`config.mk`:
```
export PLATFORM = sky130hd
export DESIGN_NAME = l2_cache_ctrl
export DESIGN_NICKNAME = d
export VERILOG_FILES = /design/src/rtl/l2_cache_ctrl.sv
export SDC_FILE = /design/constraint.sdc
export NUM_CORES = 1
export LEC_CHECK = 0
export CORE_ASPECT_RATIO = 0.75
export CORE_MARGIN = 4
export CORE_UTILIZATION = 43
export DETAILED_ROUTE_END_ITERATION = 10
export HOLD_SLACK_MARGIN = 0.06
export PLACE_DENSITY_LB_ADDON = 0.2
export SLEW_MARGIN = 0
export SYNTH_ARGS = -nofsm -noshare
export SYNTH_HDL_FRONTEND = slang
export SYNTH_SLANG_ARGS = --single-unit
```
`constraint.sdc`:
```
create_clock -name clk_i -period 4.86 [get_ports clk_i]
set_input_delay 0.486 -clock clk_i [delete_from_list [all_inputs] [get_ports clk_i]]
set_output_delay 0.486 -clock clk_i [all_outputs]
set_load 0.01 [all_outputs]
```
`src/rtl/l2_cache_ctrl.sv`:
```
// l2_cache_ctrl: controller for a set-associative L2 cache with write-back,
// write-allocate policy and round-robin victim selection.
//
// Ports
//   clk_i, rst_i                 clock, asynchronous active-high reset
//   cpu_req_*                    CPU request handshake (valid/ready, rw, addr)
//   cpu_res_valid_o/hit_o        one-cycle response strobe and hit flag
//   tag_index_o, tag_cmp_o       set index and lookup tag of the captured request
//   tag_we_o, tag_w*_o, way_o    tag-memory write port; way_o is the selected way
//   tag_hit_i .. tag_full_i      tag-memory lookup results for the current set
//   mem_req_*, mem_ack_i         line writeback / refill requests to next level
//
// Optional feature: define L2_CTRL_STATS_EN to add 32-bit saturating hit/miss
// counters on stat_hit_o / stat_miss_o.

module l2_cache_ctrl #(
  parameter int unsigned INDEXW  = 10,
  parameter int unsigned OFFSETW = 4,
  parameter int unsigned WAYS    = 8,
  localparam int unsigned TAGW   = 32 - INDEXW - OFFSETW
) (
  input  logic              clk_i,
  input  logic              rst_i,
  // CPU side
  input  logic              cpu_req_valid_i,
  output logic              cpu_req_ready_o,
  input  logic              cpu_req_rw_i,
  input  logic [31:0]       cpu_req_addr_i,
  output logic              cpu_res_valid_o,
  output logic              cpu_res_hit_o,
  // Tag memory side
  output logic [INDEXW-1:0] tag_index_o,
  output logic [TAGW-1:0]   tag_cmp_o,
  output logic              tag_we_o,
  output logic              tag_wvalid_o,
  output logic              tag_wdirty_o,
  output logic [TAGW-1:0]   tag_wtag_o,
  output logic [2:0]        way_o,
  input  logic              tag_hit_i,
  input  logic [2:0]        tag_hit_way_i,
  input  logic              tag_rd_valid_i,
  input  logic              tag_rd_dirty_i,
  input  logic [TAGW-1:0]   tag_rd_tag_i,
  input  logic              tag_full_i,
`ifdef L2_CTRL_STATS_EN
  output logic [31:0]       stat_hit_o,
  output logic [31:0]       stat_miss_o,
`endif
  // Memory side
  output logic              mem_req_valid_o,
  output logic              mem_req_rw_o,
  output logic [31:0]       mem_req_addr_o,
  input  logic              mem_ack_i
);

  localparam logic [2:0] LastWay = 3'(WAYS - 1);

  typedef enum logic [2:0] {
    StIdle,
    StCompare,
    StWriteback,
    StAllocate,
    StResp
  } state_e;

  state_e            r_state, w_state_next;
  logic [TAGW-1:0]   r_tag;
  logic [INDEXW-1:0] r_index;
  logic              r_rw;
  logic [2:0]        r_ptr;
  logic [2:0]        r_vic_way;
  logic [TAGW-1:0]   r_vic_tag;
  logic              r_vic_valid;
  logic              r_vic_dirty;

  logic w_capture, w_latch_victim, w_alloc_done;

  // Victim choice is purely round-robin, so set occupancy and the offset bits
  // of the request address play no part in the control flow.
  logic w_unused;
  assign w_unused = tag_full_i ^ (^cpu_req_addr_i[OFFSETW-1:0]) ^ r_vic_valid ^ r_vic_dirty;

  always_ff @(posedge clk_i or posedge rst_i) begin
    if (rst_i) begin
      r_state <= StIdle;
    end else begin
      r_state <= w_state_next;
    end
  end

  always_ff @(posedge clk_i or posedge rst_i) begin
    if (rst_i) begin
      r_tag       <= '0;
      r_index     <= '0;
      r_rw        <= 1'b0;
      r_ptr       <= '0;
      r_vic_way   <= '0;
      r_vic_tag   <= '0;
      r_vic_valid <= 1'b0;
      r_vic_dirty <= 1'b0;
    end else begin
      if (w_capture) begin
        r_tag   <= cpu_req_addr_i[31 -: TAGW];
        r_index <= cpu_req_addr_i[OFFSETW +: INDEXW];
        r_rw    <= cpu_req_rw_i;
      end
      if (w_latch_victim) begin
        r_vic_way   <= r_ptr;
        r_vic_tag   <= tag_rd_tag_i;
        r_vic_valid <= tag_rd_valid_i;
        r_vic_dirty <= tag_rd_dirty_i;
      end
      if (w_alloc_done) begin
        r_ptr <= (r_ptr == LastWay) ? 3'd0 : r_ptr + 3'd1;
      end
    end
  end

  // Ready is masked by reset so nothing can be accepted while rst_i is held.
  assign cpu_req_ready_o = (r_state == StIdle) && !rst_i;
  assign tag_index_o     = r_index;
  assign tag_cmp_o       = r_tag;

  always_comb begin
    w_state_next    = r_state;
    w_capture       = 1'b0;
    w_latch_victim  = 1'b0;
    w_alloc_done    = 1'b0;
    cpu_res_valid_o = 1'b0;
    cpu_res_hit_o   = 1'b0;
    tag_we_o        = 1'b0;
    tag_wvalid_o    = 1'b0;
    tag_wdirty_o    = 1'b0;
    tag_wtag_o      = '0;
    way_o           = r_vic_way;
    mem_req_valid_o = 1'b0;
    mem_req_rw_o    = 1'b0;
    mem_req_addr_o  = '0;
    unique case (r_state)
      StIdle: begin
        if (cpu_req_valid_i) begin
          w_capture    = 1'b1;
          w_state_next = StCompare;
        end
      end
      StCompare: begin
        way_o = r_ptr;
        if (tag_hit_i) begin
          cpu_res_valid_o = 1'b1;
          cpu_res_hit_o   = 1'b1;
          w_state_next    = StIdle;
          if (r_rw) begin
            // Write hit: mark the hitting line dirty in place.
            tag_we_o     = 1'b1;
            way_o        = tag_hit_way_i;
            tag_wvalid_o = 1'b1;
            tag_wdirty_o = 1'b1;
            tag_wtag_o   = r_tag;
          end
        end else begin
          w_latch_victim = 1'b1;
          w_state_next   = (tag_rd_valid_i && tag_rd_dirty_i) ? StWriteback : StAllocate;
        end
      end
      StWriteback: begin
        mem_req_valid_o = 1'b1;
        mem_req_rw_o    = 1'b1;
        mem_req_addr_o  = {r_vic_tag, r_index, {OFFSETW{1'b0}}};
        if (mem_ack_i) begin
          w_state_next = StAllocate;
        end
      end
      StAllocate: begin
        mem_req_valid_o = 1'b1;
        mem_req_addr_o  = {r_tag, r_index, {OFFSETW{1'b0}}};
        if (mem_ack_i) begin
          tag_we_o     = 1'b1;
          tag_wvalid_o = 1'b1;
          tag_wdirty_o = r_rw;
          tag_wtag_o   = r_tag;
          w_alloc_done = 1'b1;
          w_state_next = StResp;
        end
      end
      StResp: begin
        cpu_res_valid_o = 1'b1;
        w_state_next    = StIdle;
      end
      default: w_state_next = StIdle;
    endcase
  end

`ifdef L2_CTRL_STATS_EN
  logic [31:0] r_stat_hit, r_stat_miss;

  always_ff @(posedge clk_i or posedge rst_i) begin
    if (rst_i) begin
      r_stat_hit  <= '0;
      r_stat_miss <= '0;
    end else if (r_state == StCompare) begin
      if (tag_hit_i) begin
        if (r_stat_hit != '1) r_stat_hit <= r_stat_hit + 32'd1;
      end else begin
        if (r_stat_miss != '1) r_stat_miss <= r_stat_miss + 32'd1;
      end
    end
  end

  assign stat_hit_o  = r_stat_hit;
  assign stat_miss_o = r_stat_miss;
`endif

endmodule

```
### Word level (Yosys, flattened, before mapping)

Cells that the tools add are included.
W data, S select, Z words.

| cells by class | value |
|---|---|
| multiplexer cells | 31 |
| reductions and logical operators | 6 |
| add/subtract/negate cells | 1 |
| eq/ne operators | 8 |

Operators with widths:

| operator | number |
|---|---|
| $pmux W32 S2 | 1 |
| $mux W18 | 3 |
| $pmux W18 S2 | 1 |
| $mux W3 | 7 |
| $mux W1 | 14 |
| $pmux W3 S4 | 1 |
| $eq A3 B2 Y1 const B | 2 |
| $eq A3 B3 Y1 const B | 2 |
| $ne A2 B2 Y1 const B | 3 |
| $pmux W1 S2 | 3 |
| $add A3 B1 Y3 const B | 1 |
| $eq A3 B1 Y1 const B | 1 |
| $logic_not A3 Y1 | 1 |
| $reduce_and A3 Y1 | 1 |
| $logic_and A1 B1 Y1 | 2 |
| $mux W2 | 1 |
| $reduce_or A2 Y1 | 1 |
| $logic_not A1 Y1 | 1 |

| word-level totals | value |
|---|---|
| bits in registers | 56 |
| logic and storage cells | 53 |
| output and inout bits | 89 |
| bits of input ports | 62 |

### Logic depth before layout (Yosys ltp)

Gate-level depths: netlist of run 1.

| depth | value |
|---|---|
| word-level depth | 4 |
| depth in mapped cells | 6 |
| depth with buffers taken out | 4 |

### Worst setup path before layout of run 1

No wires, ideal clock.

| path | value |
|---|---|
| path kind | flip-flop to output port |
| start | reg r_state[1] |
| end | out tag_wdirty_o |
| slack | 3.060 ns |
| stages on the path, launching flop included | 6 |
| data required time | 4.374 ns |
| buffers on the path | 2 |
| arrival | 1.314 ns |
| cells stage by stage | dfrtp_1 -> buf_4 -> nand3b_1 -> a21boi_1 -> clkbuf_1 -> and3_1 |

| on the way | value |
|---|---|
| word-level cells in the longest chain between the ends | 2 |
| elaborated cells on any way between the ends | 3 |
| classes of those cells | eq/ne: 2; mux: 1 |

RTL lines:

| item | RTL line | source |
|---|---|---|
| from (decl) | 66 | `state_e r_state, w_state_next;` |
| from (signal assigned) | 85 | `r_state <= StIdle;` |
| from (signal assigned) | 87 | `r_state <= w_state_next;` |
| $eq A3 B2 Y1 / $eq A3 B1 Y1 (equally long branches) | 139 | `unique case (r_state)` |
| $pmux W1 S2 * | 139 |  |
| to (decl) | 36 | `output logic tag_wdirty_o,` |

Mark *: on every way between the ends. The rest lies on a longest branch, timed or not.

### Worst setup path after layout of run 1

| path | value |
|---|---|
| start | reg r_state[1] |
| end | out mem_req_addr_o[24] |

| on the way | value |
|---|---|
| word-level cells in the longest chain between the ends | 2 |
| elaborated cells on any way between the ends | 3 |
| classes of those cells | eq/ne: 2; mux: 1 |

RTL lines:

| item | RTL line | source |
|---|---|---|
| $eq A3 B2 Y1 | 139 |  |
| $pmux W32 S2 * | 139 |  |
| to (decl) | 52 | `output logic [31:0] mem_req_addr_o,` |

Marks and branches as above.

==> results of run 1 <==
==> synthesized netlist by cell type (all sizes together) <==
library cell / n / area, um2
nor2: 5 / 18.8
a22o: 18 / 158
nor3b: 3 / 45.1
a311oi: 1 / 8.76
mux2: 53 / 668
a21boi: 1 / 7.51
nor4b: 1 / 15.0
inv: 3 / 11.3
xor2: 1 / 8.76
mux2i: 3 / 30.0
and2b: 1 / 7.51
and2: 30 / 190
clkbuf: 2 / 7.51
conb: 1 / 3.75
buf: 18 / 165
nand3b: 1 / 7.51
dfrtp: 56 / 1400
a21oi: 6 / 30.0
o2bb2ai: 1 / 8.76
and3b: 1 / 8.76
and3: 1 / 6.26
nor4: 1 / 6.26
nand2: 4 / 15.0
nor2b: 2 / 12.5
ha: 2 / 25.0
==> area by class of cell <==
type                       instances  area (um2)
tap                               81         101
clock buffer                       6        72.6
inverter                           3        11.3
multi-input combinational        140        1300
fill                             495        2050
sequential                        56        1400
timing repair buffer             144        1430
clock inverter                     1        5.00
==> logic make-up (layout without fill, tap and decap cells) <==
family                   count (synthesis)  in the layout  synth area share
multiplexers                            56             56             0.244
flip-flops                              56             56             0.489
AND/OR/NAND/NOR                         50             50             0.116
AO/OA/AOI/OAI                           27             27            0.0742
buffers and inverters                   23            154            0.0642
adder cells (fa/ha/maj)                  2              2           0.00873
other                                    1              4           0.00131
XOR/XNOR                                 1              1           0.00306
==> power groups by stage <==
stage               clock (uW)  sequential (uW)  combinational (uW)
finish                     233              917                1610
global route               259              964                1740
CTS                        245              920                1650
detailed placement           0              927                1640
global placement             0              911                1610
floorplan                    0              907                 854
==> registers in the layout, indices dropped and copies added (netlist names) <==
name	count
r_ptr	3
r_vic_way	3
r_vic_tag	18
r_rw	1
r_state	3
tag_index_o	10
tag_cmp_o	18
==> through the flow <==
| stage | hold WS [ps] | std cells | total power, uW | worst slack (ps) | area [um2] |
|---|---|---|---|---|---|
| detailed placement | 498 | 424 | 2570 | 2060 | 4250 |
| finish | 516 | 431 | 2760 | 1860 | 4330 |
| global route | 537 | 431 | 2960 | 1670 | 4330 |
| floorplan | 481 | 219 | 1760 | 3000 | 2880 |
| global placement | 491 | 424 | 2520 | 2090 | 4250 |
| CTS | 521 | 431 | 2810 | 1810 | 4330 |
==> layer usage <==
metal,global-route usage,wire (um),part of all wire
met5,0,0,0
met1,0.229,3200,0.45
met4,0.0236,8,0.0011
met3,0.0536,633,0.088
met2,0.308,3330,0.46
==> path summary, 6_finish.rpt <==
kind | from | end | cells past startpoint
setup / recovery | r_state[1]$_DFFE_PP0P_ | mem_req_addr_o[24] | 3
hold / removal | r_vic_way[0]$_DFFE_PP0P_ | r_vic_way[0]$_DFFE_PP0P_ | 1
setup reg to reg | r_state[1]$_DFFE_PP0P_ | tag_index_o[9]$_DFFE_PP0P_ | 3
hold reg to reg | r_vic_way[0]$_DFFE_PP0P_ | r_vic_way[0]$_DFFE_PP0P_ | 1
max in group asynchronous | rst_i | tag_cmp_o[15]$_DFFE_PP0P_ | 3
min in group asynchronous | rst_i | tag_index_o[6]$_DFFE_PP0P_ | 2
==> critical path, delay by kind of cell, from the launching register on <==
| family | cells | cell delay [ps] |
|---|---|---|
| compound gates | 1 | 270 |
| buf+inv | 1 | 540 |
| flops | 1 | 640 |
| simple gates | 1 | 780 |
==> out/qor.yml, run 1 <==
status: "finished clean"
dieArea_um2: 8050
track_usage: 0.179
io_buffers: 141
initial_utilization: 0.449
setup_violations: 0
switchingPower_uw: 947
p_leak_uw: 0.00183
skew_ps: 5.95
drt_iter0_markers: 58
path_class: "register to output pin"
clkSinkCount: 56
cts_buffer_depth: 2
hold_buffers: 0
ant_nets: 0
grt_pass1_wl_mm: 11.2
synth-seq-cells: 56
syn_area_per_cell_um2: 13.3
period_needed_ps: 3000
p_clk_frac: 0.084
dp_hpwl_mm: 5.50
cp_max_fo: 19
core-area_um2: 6380
ir_drop_mv: 0.291
layout_commonest_cell: "clkdlybuf4s50_1"
clock_latency_ps: 290
diodes: 0
antenna_found_initial: 0
drive_above_1_share: 0.163
critPathMaxStageDelay_ps: 780
post-route-period-util: 0.618
grt_pass1_vias: 2217
wl_per_cell_um: 16.6
cap_violations: 0
relSlewSlack: 0.435
slew_viol_final: 0
finish.utilization: 0.678
clk_pin_slew_worst_paths_ps: 90
hold_class: "register to register"
rrSetupSlack_ps: 2720
drc: 0
crit_chain: "and3b_1 > a22o_1 > clkdlybuf4s50_1"
grt_max_degree: 35
htree_num_levels: 2
netlist_area_um2: 2870
yosysSeqAreaShare: 0.489
die_w_um: 102
grt.overflow.total: 0
max_freq_ghz: 0.333
via_per_inst: 4.87
crit_path_start_kind: "register"
crit_slowest_cell: "and3b_1"
worstPathArrival_ps: 2520
worst_slew_pin_slew_ps: 847
pin_count: 151
vias: 2099
cts_tree: "yes"
crit_required_ps: 4370
tns_ps: 0
cp-end-kind: "output pin"
cts_made_buffers: 5
clock-root-buffer: "clkbuf_8"
power.density_nw_per_um2: 639
power_frac_comb: 0.584
postCtsSetupRepairBufs: 0
drt_first_pass_iters: 4
synth_warnings: 0
synth.distinct_cells: 33
gp_congestion: 0.703
syn_to_final_growth_pct: 50.9
power_frac_seq: 0.332
p_sw_frac: 0.342
layout.nets: 414
fp.dieH_um: 78.7
rsz0062_at_grt: "no"
rows: 25
final_cell_mix: "clkdlybuf4s50_1, dfrtp_1, and2_1"
totalWireLength_mm: 7.18
cts_resized: 0
finalHoldViolCount: 0
syn-instance-count: 216
intPower_uw: 1820
Power figures use the tool's default switching activity.
==> run 2, diff against run 1 <==
--- a/config.mk
+++ b/config.mk
@@ -7,7 +7,7 @@
 export LEC_CHECK = 0
 export CORE_ASPECT_RATIO = 0.75
 export CORE_MARGIN = 4
-export CORE_UTILIZATION = 43
+export CORE_UTILIZATION = 36
 export DETAILED_ROUTE_END_ITERATION = 10
 export HOLD_SLACK_MARGIN = 0.06
 export PLACE_DENSITY_LB_ADDON = 0.2
==> constraint.sdc (replaced) <==
create_clock -name clk_i -period 2.7 [get_ports clk_i]
set_input_delay 0.27 -clock clk_i [delete_from_list [all_inputs] [get_ports clk_i]]
set_output_delay 0.27 -clock clk_i [all_outputs]
set_load 0.01 [all_outputs]
==> out/qor.yml, run 2 (synthesis gave the netlist of run 1 again) <==
core-area_um2: 7530
tns_ps: 0
critPathMaxStageDelay_ps: 560
cts_made_buffers: 5
layout.nets: 419
crit_required_ps: 2430
skew_ps: 13.8
period_needed_ps: 2540
dieArea_um2: 9470
ir_drop_mv: 0.503
path_buf_inv: 2
power_uw: 5160
post-route-period-util: 0.942
io_buffers: 141
crit_slowest_cell: "dfrtp_1"
clk_pin_slew_worst_paths_ps: 110
postCtsSetupRepairBufs: 0
ant_nets: 0
rsz0062_at_grt: "no"
gp_congestion: 0.709
wl_per_cell_um: 16.3
worst_slew_pin_slew_ps: 542
status: "finished clean"
totalWireLength_mm: 7.45
track_usage: 0.154
cts_buffer_depth: 2
dp_hpwl_mm: 5.50
worstPathArrival_ps: 2270
finalHoldViolCount: 0
syn_to_final_growth_pct: 54.7
pin_count: 151
cts_tree: "yes"
vias: 2131
num-fill-cells: 641
crit_path_start_kind: "register"
hold_class: "input port to asynchronous set/reset pin"
cp-end-kind: "output pin"
hold_buffers: 0
drt_iter0_markers: 88
path_class: "register to output pin"
diodes: 0
grt_pass1_wl_mm: 11.9
final_cell_mix: "clkdlybuf4s50_1, dfrtp_1, and2_1"
clkSinkCount: 56
cp_max_fo: 21
max_freq_ghz: 0.393
crit_chain: "nor2b_1 > a21boi_1 > buf_4 > and3_1 > clkdlybuf4s50_1"
layout_commonest_cell: "clkdlybuf4s50_1"
via_per_inst: 4.66
cap_violations: 0
relSlewSlack: 0.638
grt.overflow.total: 0
setup_violations: 0
drc: 0
power.density_nw_per_um2: 1160
die_w_um: 111
clock-root-buffer: "clkbuf_8"
holdWs_ps: 348
cts_resized: 0
drive_above_1_share: 0.180
antenna_found_initial: 0
fp.dieH_um: 85.3
rows: 27
grt_max_degree: 33
drt_first_pass_iters: 4
p_leak_uw: 0.00187
cp_top_family: "buffers and inverters"
clock_latency_ps: 310
htree_num_levels: 2
slew_viol_final: 0
grt_pass1_vias: 2319
place_inst: 449
fin_cells: 457
initial_utilization: 0.381
-- run 2: cell count changes in the layout (fill, tap and decap cells not counted) --
cell / delta
buf_12: +1
clkbuf_1: -1
bufinv_16: +1
buf_4: +4
clkinvlp_4: +1
-- run 2: area by class of cell --
| class | instances | area [um2] | share of cell area |
|---|---|---|---|
| flip-flops and latches | 56 | 1400 | 0.316 |
| clock inverters | 3 | 42.5 | 0.00959 |
| repair buffers | 149 | 1480 | 0.335 |
| inverters | 3 | 11.3 | 0.00254 |
| clock buffers | 5 | 68.8 | 0.0155 |
| well taps | 101 | 126 | 0.0285 |
| multi-input cells | 140 | 1300 | 0.293 |
-- run 2: power breakdown --
group	total [uW]	internal [uW]	switching, uW
Sequential	1640	1270	373
Clock	552	275	277
Combinational	2970	1870	1100
-- run 2: per-stage QoR --
stage                util  setup WS, ps  cell area, um2
floorplan               -          1060            2880
global placement    0.574           410            4320
detailed placement  0.574           348            4320
CTS                 0.589           116            4440
global route        0.589          12.0            4440
finish              0.589           157            4440
-- run 2: path summary, 6_finish.rpt --
kind                                     startpoint                    endpoint  slack, ps  depth (start not counted)
min in group clk_i         r_vic_way[1]$_DFFE_PP0P_    r_vic_way[1]$_DFFE_PP0P_        520                          1
min                                           rst_i  tag_index_o[1]$_DFFE_PP0P_        350                          2
max reg2reg                  r_state[0]$_DFFE_PP0P_    r_vic_way[1]$_DFFE_PP0P_        580                          4
max                          r_state[2]$_DFFE_PP0P_                tag_wdirty_o        160                          5
min reg2reg                r_vic_way[1]$_DFFE_PP0P_    r_vic_way[1]$_DFFE_PP0P_        520                          1
max in group asynchronous                     rst_i   r_vic_tag[15]$_DFFE_PP0P_       1770                          3
-- run 2: per-layer routing --
layer / vias up / global-route usage / routed length (um)
met3: 2 / 0.0520 / 634
li1: 1023 / - / -
met5: - / 0 / 0
met2: 96 / 0.248 / 3210
met1: 1010 / 0.205 / 3600
met4: 0 / 0.0265 / 16
==> run 3, diff against run 2 <==
--- a/config.mk
+++ b/config.mk
@@ -9,8 +9,10 @@
 export CORE_MARGIN = 4
 export CORE_UTILIZATION = 36
 export DETAILED_ROUTE_END_ITERATION = 10
+export GPL_TIMING_DRIVEN = 1
 export HOLD_SLACK_MARGIN = 0.06
 export PLACE_DENSITY_LB_ADDON = 0.2
+export SKIP_LAST_GASP = 1
 export SLEW_MARGIN = 0
 export SYNTH_ARGS = -nofsm -noshare
 export SYNTH_HDL_FRONTEND = slang
==> results of run 3 <==
No change in the layout: final DEF, timing and power equal those of run 2.
